### src/rtl/ysyx_25040105_reg_access_unit.sv
// Operand-fetch stage between IDU and EXU: reads the 2R/1W GPR file, bypasses
// same-cycle writeback, tracks in-flight destinations and owns the file write port.
module ysyx_25040105_reg_access_unit #(
  parameter int ADDR_WIDTH = 5,
  parameter int DATA_WIDTH = 32,
  parameter int CNT_WIDTH  = 16
) (
  input  logic                       clk,
  input  logic                       rst,
  input  logic                       in_valid,
  output logic                       in_ready,
  input  logic [ADDR_WIDTH-1:0]      in_rs1,
  input  logic [ADDR_WIDTH-1:0]      in_rs2,
  input  logic [ADDR_WIDTH-1:0]      in_rd,
  input  logic                       in_rd_wen,
  output logic                       out_valid,
  input  logic                       out_ready,
  output logic [DATA_WIDTH-1:0]      out_src1,
  output logic [DATA_WIDTH-1:0]      out_src2,
  output logic [ADDR_WIDTH-1:0]      out_rd,
  output logic                       out_rd_wen,
  input  logic                       flush,
  input  logic                       wb_valid,
  input  logic [ADDR_WIDTH-1:0]      wb_rd,
  input  logic [DATA_WIDTH-1:0]      wb_data,
  output logic [ADDR_WIDTH-1:0]      rf_raddr1,
  output logic [ADDR_WIDTH-1:0]      rf_raddr2,
  input  logic [DATA_WIDTH-1:0]      rf_rdata1,
  input  logic [DATA_WIDTH-1:0]      rf_rdata2,
  output logic [ADDR_WIDTH-1:0]      rf_waddr,
  output logic [DATA_WIDTH-1:0]      rf_wdata,
  output logic                       rf_wen,
  output logic [(1<<ADDR_WIDTH)-1:0] busy_mask,
  output logic [CNT_WIDTH-1:0]       stall_cnt,
  output logic                       wb_err
);

  localparam int DEPTH = 1 << ADDR_WIDTH;

  logic [DEPTH-1:0]      r_busy;
  logic                  r_out_valid;
  logic [DATA_WIDTH-1:0] r_out_src1;
  logic [DATA_WIDTH-1:0] r_out_src2;
  logic [ADDR_WIDTH-1:0] r_out_rd;
  logic                  r_out_rd_wen;
  logic [CNT_WIDTH-1:0]  r_stall_cnt;
  logic                  r_wb_err;

  logic                  w_clr;
  logic [DEPTH-1:0]      w_clr_vec;
  logic [DEPTH-1:0]      w_set_vec;
  logic [DEPTH-1:0]      w_drop_vec;
  logic [DEPTH-1:0]      w_eff;
  logic [DEPTH-1:0]      w_busy_next;
  logic                  w_hazard;
  logic                  w_stage_free;
  logic                  w_in_ready;
  logic                  w_accept;
  logic                  w_drop;
  logic [DATA_WIDTH-1:0] w_src1;
  logic [DATA_WIDTH-1:0] w_src2;

  // Register file write port is a straight pass-through of the writeback bus.
  assign w_clr     = wb_valid && (wb_rd != '0);
  assign rf_waddr  = wb_rd;
  assign rf_wdata  = wb_data;
  assign rf_wen    = w_clr;
  assign rf_raddr1 = in_rs1;
  assign rf_raddr2 = in_rs2;

  assign w_drop = flush && r_out_valid && r_out_rd_wen;

  // Per-register scoreboard update; a new claim beats a same-cycle release.
  generate
    for (genvar gi = 0; gi < DEPTH; gi++) begin : g_busy
      if (gi == 0) begin : g_zero
        assign w_clr_vec[gi]   = 1'b0;
        assign w_set_vec[gi]   = 1'b0;
        assign w_drop_vec[gi]  = 1'b0;
        assign w_busy_next[gi] = 1'b0;
      end else begin : g_reg
        assign w_clr_vec[gi]   = w_clr && (wb_rd == ADDR_WIDTH'(gi));
        assign w_set_vec[gi]   = w_accept && in_rd_wen && (in_rd == ADDR_WIDTH'(gi));
        assign w_drop_vec[gi]  = w_drop && (r_out_rd == ADDR_WIDTH'(gi));
        assign w_busy_next[gi] = w_set_vec[gi] |
                                 (r_busy[gi] & ~w_clr_vec[gi] & ~w_drop_vec[gi]);
      end
    end
  endgenerate

  assign w_eff = r_busy & ~w_clr_vec;

  assign w_hazard = ((in_rs1 != '0) && w_eff[in_rs1]) ||
                    ((in_rs2 != '0) && w_eff[in_rs2]) ||
                    (in_rd_wen && (in_rd != '0) && w_eff[in_rd]);

  assign w_stage_free = !r_out_valid || out_ready;
  assign w_in_ready   = w_stage_free && !w_hazard && !flush;
  assign w_accept     = in_valid && w_in_ready;

  // Writeback data arriving this cycle has not reached the file yet, so forward it.
  always_comb begin
    w_src1 = '0;
    w_src2 = '0;
    if (in_rs1 != '0) begin
      w_src1 = (w_clr && (wb_rd == in_rs1)) ? wb_data : rf_rdata1;
    end
    if (in_rs2 != '0) begin
      w_src2 = (w_clr && (wb_rd == in_rs2)) ? wb_data : rf_rdata2;
    end
  end

  always_ff @(posedge clk or posedge rst) begin
    if (rst) begin
      r_busy <= '0;
    end else begin
      r_busy <= w_busy_next;
    end
  end

  always_ff @(posedge clk or posedge rst) begin
    if (rst) begin
      r_out_valid  <= 1'b0;
      r_out_src1   <= '0;
      r_out_src2   <= '0;
      r_out_rd     <= '0;
      r_out_rd_wen <= 1'b0;
    end else if (flush) begin
      r_out_valid <= 1'b0;
    end else if (w_accept) begin
      r_out_valid  <= 1'b1;
      r_out_src1   <= w_src1;
      r_out_src2   <= w_src2;
      r_out_rd     <= in_rd;
      r_out_rd_wen <= in_rd_wen;
    end else if (out_ready) begin
      r_out_valid <= 1'b0;
    end
  end

  always_ff @(posedge clk or posedge rst) begin
    if (rst) begin
      r_stall_cnt <= '0;
    end else if (in_valid && !w_in_ready && !(&r_stall_cnt)) begin
      r_stall_cnt <= r_stall_cnt + 1'b1;
    end
  end

  always_ff @(posedge clk or posedge rst) begin
    if (rst) begin
      r_wb_err <= 1'b0;
    end else if (w_clr && !r_busy[wb_rd]) begin
      r_wb_err <= 1'b1;
    end
  end

  assign in_ready   = w_in_ready;
  assign out_valid  = r_out_valid;
  assign out_src1   = r_out_src1;
  assign out_src2   = r_out_src2;
  assign out_rd     = r_out_rd;
  assign out_rd_wen = r_out_rd_wen;
  assign busy_mask  = r_busy;
  assign stall_cnt  = r_stall_cnt;
  assign wb_err     = r_wb_err;

endmodule

### config.mk
export PLATFORM = sky130hd
export DESIGN_NAME = ysyx_25040105_reg_access_unit
export DESIGN_NICKNAME = d
export VERILOG_FILES = /design/src/rtl/ysyx_25040105_reg_access_unit.sv
export SDC_FILE = /design/constraint.sdc
export NUM_CORES = 1
export LEC_CHECK = 0
export CAP_MARGIN = 0
export CORE_MARGIN = 3
export CORE_UTILIZATION = 35
export DETAILED_ROUTE_END_ITERATION = 10
export PLACE_DENSITY_LB_ADDON = 0.25
export SLEW_MARGIN = 15
export SYNTH_ARGS = -nofsm -noshare
export SYNTH_HDL_FRONTEND = slang
export SYNTH_SLANG_ARGS = --single-unit
### constraint.sdc
create_clock -name clk -period 14.9 [get_ports clk]
set_input_delay 4.47 -clock clk [delete_from_list [all_inputs] [get_ports clk]]
set_output_delay 4.47 -clock clk [all_outputs]
set_load 0.02 [all_outputs]
Word level (Yosys, flattened, before mapping) --
Cells that the tools add are included. Widths: inputs -> output; s select.
Operators by class: add/sub/neg operators 1, order comparisons 4, equality and inequality tests 95, muxes and demuxes 15, bitwise operators 158, reductions and logical operators 125
Operators with widths (number):
- $eq 5x5->1 const B | 48
- $mux 32 | 4
- $eq 5x4->1 const B | 24
- $logic_and 1x1->1 | 109
- $not 1->1 | 63
- $and 1x1->1 | 62
- $eq 5x3->1 const B | 12
- $and 32x32->32 | 1
- $not 32->32 | 1
- $or 1x1->1 | 31
- $eq 5x2->1 const B | 6
- $lt 5x6->1 const B | 4
- $bmux 1 s5 | 4
- $reduce_bool 5->1 | 4
- $add 16x1->16 const B | 1
- $reduce_and 16->1 | 1
- $eq 5x1->1 const B | 3
- $eq 5x5->1 | 2
- $mux 1 | 7
- $logic_not 1->1 | 6
- $logic_or 1x1->1 | 3
- $reduce_bool 3->1 | 1
- $reduce_and 2->1 | 1
Word-level totals: register bits 119, bits of input ports 123, output and inout bits 169, logic and storage cells 406

Longest topological paths before layout --
depth after elaboration 17, mapped depth 13, mapped depth without buffers 9

Worst setup path after synthesis --
OpenSTA, ideal clock, no wires.
path type input port to output port, from input wb_rd[2], to output in_ready, arrival time 6.628 ns, data required time 10.430 ns, path slack 3.802 ns, stages 10, buffers on the path 2, path through buf_2 -> or4b_4 -> o21ai_2 -> mux2i_1 -> a221oi_2 -> nor4_1 -> nor4_4 -> nand3_1 -> buf_2 -> inv_1
Between the ends: longest elaborated chain between the ends 13, elaborated cells on any way between the ends 80, those cells by class eq/ne (31); mux (6); bitwise (2); reduce/logical (41)
Ends and longest elaborated chain:
- start: declaration | RTL line 24 | input logic [ADDR_WIDTH-1:0] wb_rd,
- $reduce_bool 5->1 | RTL line 64 | assign w_clr = wb_valid && (wb_rd != '0);
- $logic_and 1x1->1 | RTL line 64
- $logic_and 1x1->1 | RTL line 82 | assign w_clr_vec[gi] = w_clr && (wb_rd == ADDR_WIDTH'(gi));
- $not 32->32 * | RTL line 91 | assign w_eff = r_busy & ~w_clr_vec;
- $and 32x32->32 * | RTL line 91
- $bmux 1 s5, on equally long branches | RTL line 93, 94
- $mux 1, on equally long branches | RTL line 93, 94
- $logic_and 1x1->1, on equally long branches | RTL line 93, 94
- $logic_or 1x1->1 | RTL line 93 | assign w_hazard = ((in_rs1 != '0) && w_eff[in_rs1]) ||
- $logic_or 1x1->1 * | RTL line 94 | ((in_rs2 != '0) && w_eff[in_rs2]) ||
- $logic_not 1->1 * | RTL line 98 | assign w_in_ready = w_stage_free && !w_hazard && !flush;
- $logic_and 1x1->1 * (2 in series) | RTL line 98
- end: declaration | RTL line 11 | output logic in_ready,
Every way passes the cells marked *; elsewhere a longest branch is shown, timed or not. The select of a mux whose other input is x is not followed.

Worst setup path after layout --
from input wb_rd[3], to output in_ready
The elaborated chain is that of the path after synthesis.

==> flow_summary.yaml <==
status:
  status: "finished, final reports clean"
drt:
  wire_per_inst_um: 22.5
  firstDrtPassIters: 5
  via_count: 7502
  routed_wl_mm: 29.6
  detail-route-antenna-nets: 0
  drc: 0
  viasPerCell: 5.71
  drtIter0Drc: 675
setup_path:
  crit_type: "input port to output port"
  cp-end-kind: "output port"
  critPathMaxStageDelay_ns: 0.99
  r2r_start: "busy_mask[27]"
  critPathLaunch: "wb_rd[3]"
  crit_required_ns: 10.43
  arrival_ns: 8.63
  slowest_stage: "clkdlybuf4s50_1"
  cp-start-kind: "input port"
  crit_top_cell: "clkdlybuf4s50_1"
  path_cells: "clkdlybuf4s50_1 -> nand4bb_1 -> o21ai_0 -> a22oi_1 -> o2111ai_1 -> nor4_1 -> nor4_4 -> nand3_1 -> inv_1 -> clkdlybuf4s50_1"
  worstPathMaxFanout: 20
synthesis:
  synth_cell_type_count: 64
  synthArstFlopShare: 1.00
  synth_fp_nets: 939
  synth_edf_count: 0
  synth_seq_area_share: 0.370
  synthesis.area_um2: 8060
  ys.warnings.count: 0
  synth_area_per_cell_um2: 9.89
  syn_inst: 815
  synth_ff_type: "dfrtp_1"
  synth.ff_latch_count: 119
clock_tree:
  cts.repair.resized: 0
  cts_tree: "yes"
  cts_root_buffer: "clkbuf_16"
  cts.path.max_buffers: 2
  path_clk_slew_ns: 0.05
  cts_inserted_buffers: 17
  postCtsSetupRepairBufs: 0
  worstSkewPairLatency_ns: 0.41
  holdBufCountCts: 0
  clock_sinks: 119
  htree_levels: 4
placed_design:
  finalWeightedCongestion: 1.00
  placed_cell_area_um2: 10700
  pre_cts_ws_ns: 1.90
  numPortBuffers: 290
  dp_hpwl_mm: 21.5
  place_inst: 1281
sta:
  maxSlewViolCount: 0
  min_period_over_period: 0.879
  fmax_ghz: 0.0764
  worst_slack_ns: 1.80
  clock_skew_ns: 0.0146
  finalSetupViolCount: 0
  period_minus_slack_ns: 13.10
  grt_setup_unrepaired: "no"
  fin_setup_tns_ns: 0
  slew_headroom: 0.360
  hold_viol: 0
  max_slew.worst_pin.slew_ns: 0.947
die:
  io_pins: 292
  core_area_um2: 22200
  die_w_um: 158
  placementRows: 54
  die_y_um: 158
  start_util: 0.362
  die-area_um2: 24900
hold_path:
  hold_class: "register to register"
  min_from: "wb_err"
finish:
  nNetsFinal: 1144
  area_delta_synth_final_pct: 41.3
  fillers: 2045
  drive_above_1_share: 0.136
  antenna_cells_inserted: 0
  fin_area_um2: 11400
  seq_area_um2: 2980
  fin_cells: 1313
  multi_input_area_um2: 4360
global_route:
  antenna_found_initial: 0
  grt_overflow: 0
  grt_pass1_wl_mm: 44.7
  grt_max_degree: 75
  grt_pass1_vias: 7478
  track_usage: 0.234
pwr:
  power_mw: 1.40
  p_leak_nw: 4.31
  power_per_cell_area_nw_per_um2: 123
  max-vdd-ir-drop_uv: 72.3
job:
  maxCapViolations: 0
[critical path: cells and delay by family]
family / cells / cell delay [ns]
AOI/OAI and AO/OA: 3 / 0.93
buffers and inverters: 3 / 1.78
and+or+nand+nor: 4 / 1.44
[stage by stage]
stage,util,hold WS [ns]
floorplan,-,0.565
global placement,0.483,0.441
detailed placement,0.483,0.464
CTS,0.512,0.477
global route,0.512,0.492
finish,0.512,0.463
[path summary, 6_finish.rpt]
check,end,depth (start not counted),slack [ns]
min in group asynchronous,out_src1[12],2,4.54
setup reg to reg,busy_mask[3],10,10.72
max in group asynchronous,out_src2[4],3,9.01
setup / recovery,in_ready,10,1.80
hold / removal,wb_err,1,0.46
hold reg to reg,wb_err,1,0.46
[power by group]
part	internal, mW	leakage, nW	switching, mW
clock network	0.302	0.318	0.154
logic	0.234	2.45	0.257
registers	0.391	1.53	0.0602
total	0.927	4.31	0.472
[layout by cell type (no fill, tap or decap), types with 7 or more instances in the layout]
| cell | synthesis | routed |
|---|---|---|
| nand2b_1 | 11 | 11 |
| nor2_1 | 30 | 30 |
| mux2i_1 | 78 | 78 |
| nand3_1 | 25 | 25 |
| nand2_1 | 94 | 94 |
| inv_1 | 15 | 14 |
| buf_4 | 49 | 12 |
| o22ai_1 | 18 | 18 |
| mux2_2 | 17 | 17 |
| clkbuf_16 | 0 | 17 |
| o31ai_1 | 14 | 14 |
| o31ai_2 | 51 | 51 |
| clkdlybuf4s50_1 | 0 | 290 |
| xnor2_1 | 23 | 23 |
| nand4_1 | 9 | 9 |
| o221ai_1 | 8 | 8 |
| dfrtp_1 | 119 | 119 |
| o211ai_1 | 14 | 14 |
| and3_1 | 7 | 7 |
| o21ai_0 | 44 | 44 |
| mux4_2 | 16 | 16 |
| nor3_1 | 14 | 12 |
| o21a_1 | 7 | 7 |
[Yosys cell counts (11+ instances only)]
cell type  count  area, um2
buf_1         11       41.3
buf_2         14       70.1
buf_4         49        368
clkbuf_1      35        131
dfrtp_1      119       2980
inv_1         15       56.3
mux2_2        17        191
mux2i_1       78        781
mux4_2        16        360
nand2_1       94        353
nand2b_1      11       68.8
nand3_1       25        125
nor2_1        30        113
nor3_1        14       70.1
o211ai_1      14        105
o21ai_0       44        220
o22ai_1       18        113
o31ai_1       14        105
o31ai_2       51        638
xnor2_1       23        201
[cell families after synthesis]
| group | Yosys count | synth area share |
|---|---|---|
| flops | 119 | 0.370 |
| mux | 111 | 0.165 |
| fa+ha+maj | 1 | 0.00155 |
| simple gates | 230 | 0.142 |
| other cells | 1 | 0.000465 |
| buf+inv | 131 | 0.0925 |
| xor+xnor | 26 | 0.0283 |
| compound gates | 196 | 0.201 |
[metal layers]
metal,up-vias,part of all wire,GRT usage
li1,3379,-,-
met5,-,0,0
met3,52,0.12,0.0869
met4,0,0.022,0.0632
met1,3617,0.40,0.307
met2,454,0.46,0.364
[layout make-up]
type	instances	share of cell area
repair buffers	302	0.263
clock inverters	12	0.0176
flip-flops and latches	119	0.262
inverters	15	0.00516
well taps	280	0.0308
clock buffers	20	0.0392
multi-input cells	565	0.383
[state kept, by name (all words and copies together) (netlist names)]
register    flops
busy_mask      31
out_rd          5
out_rd_wen      1
out_src1       32
out_src2       32
out_valid       1
stall_cnt      16
wb_err          1
No activity file was read; power rests on OpenSTA's default activity.
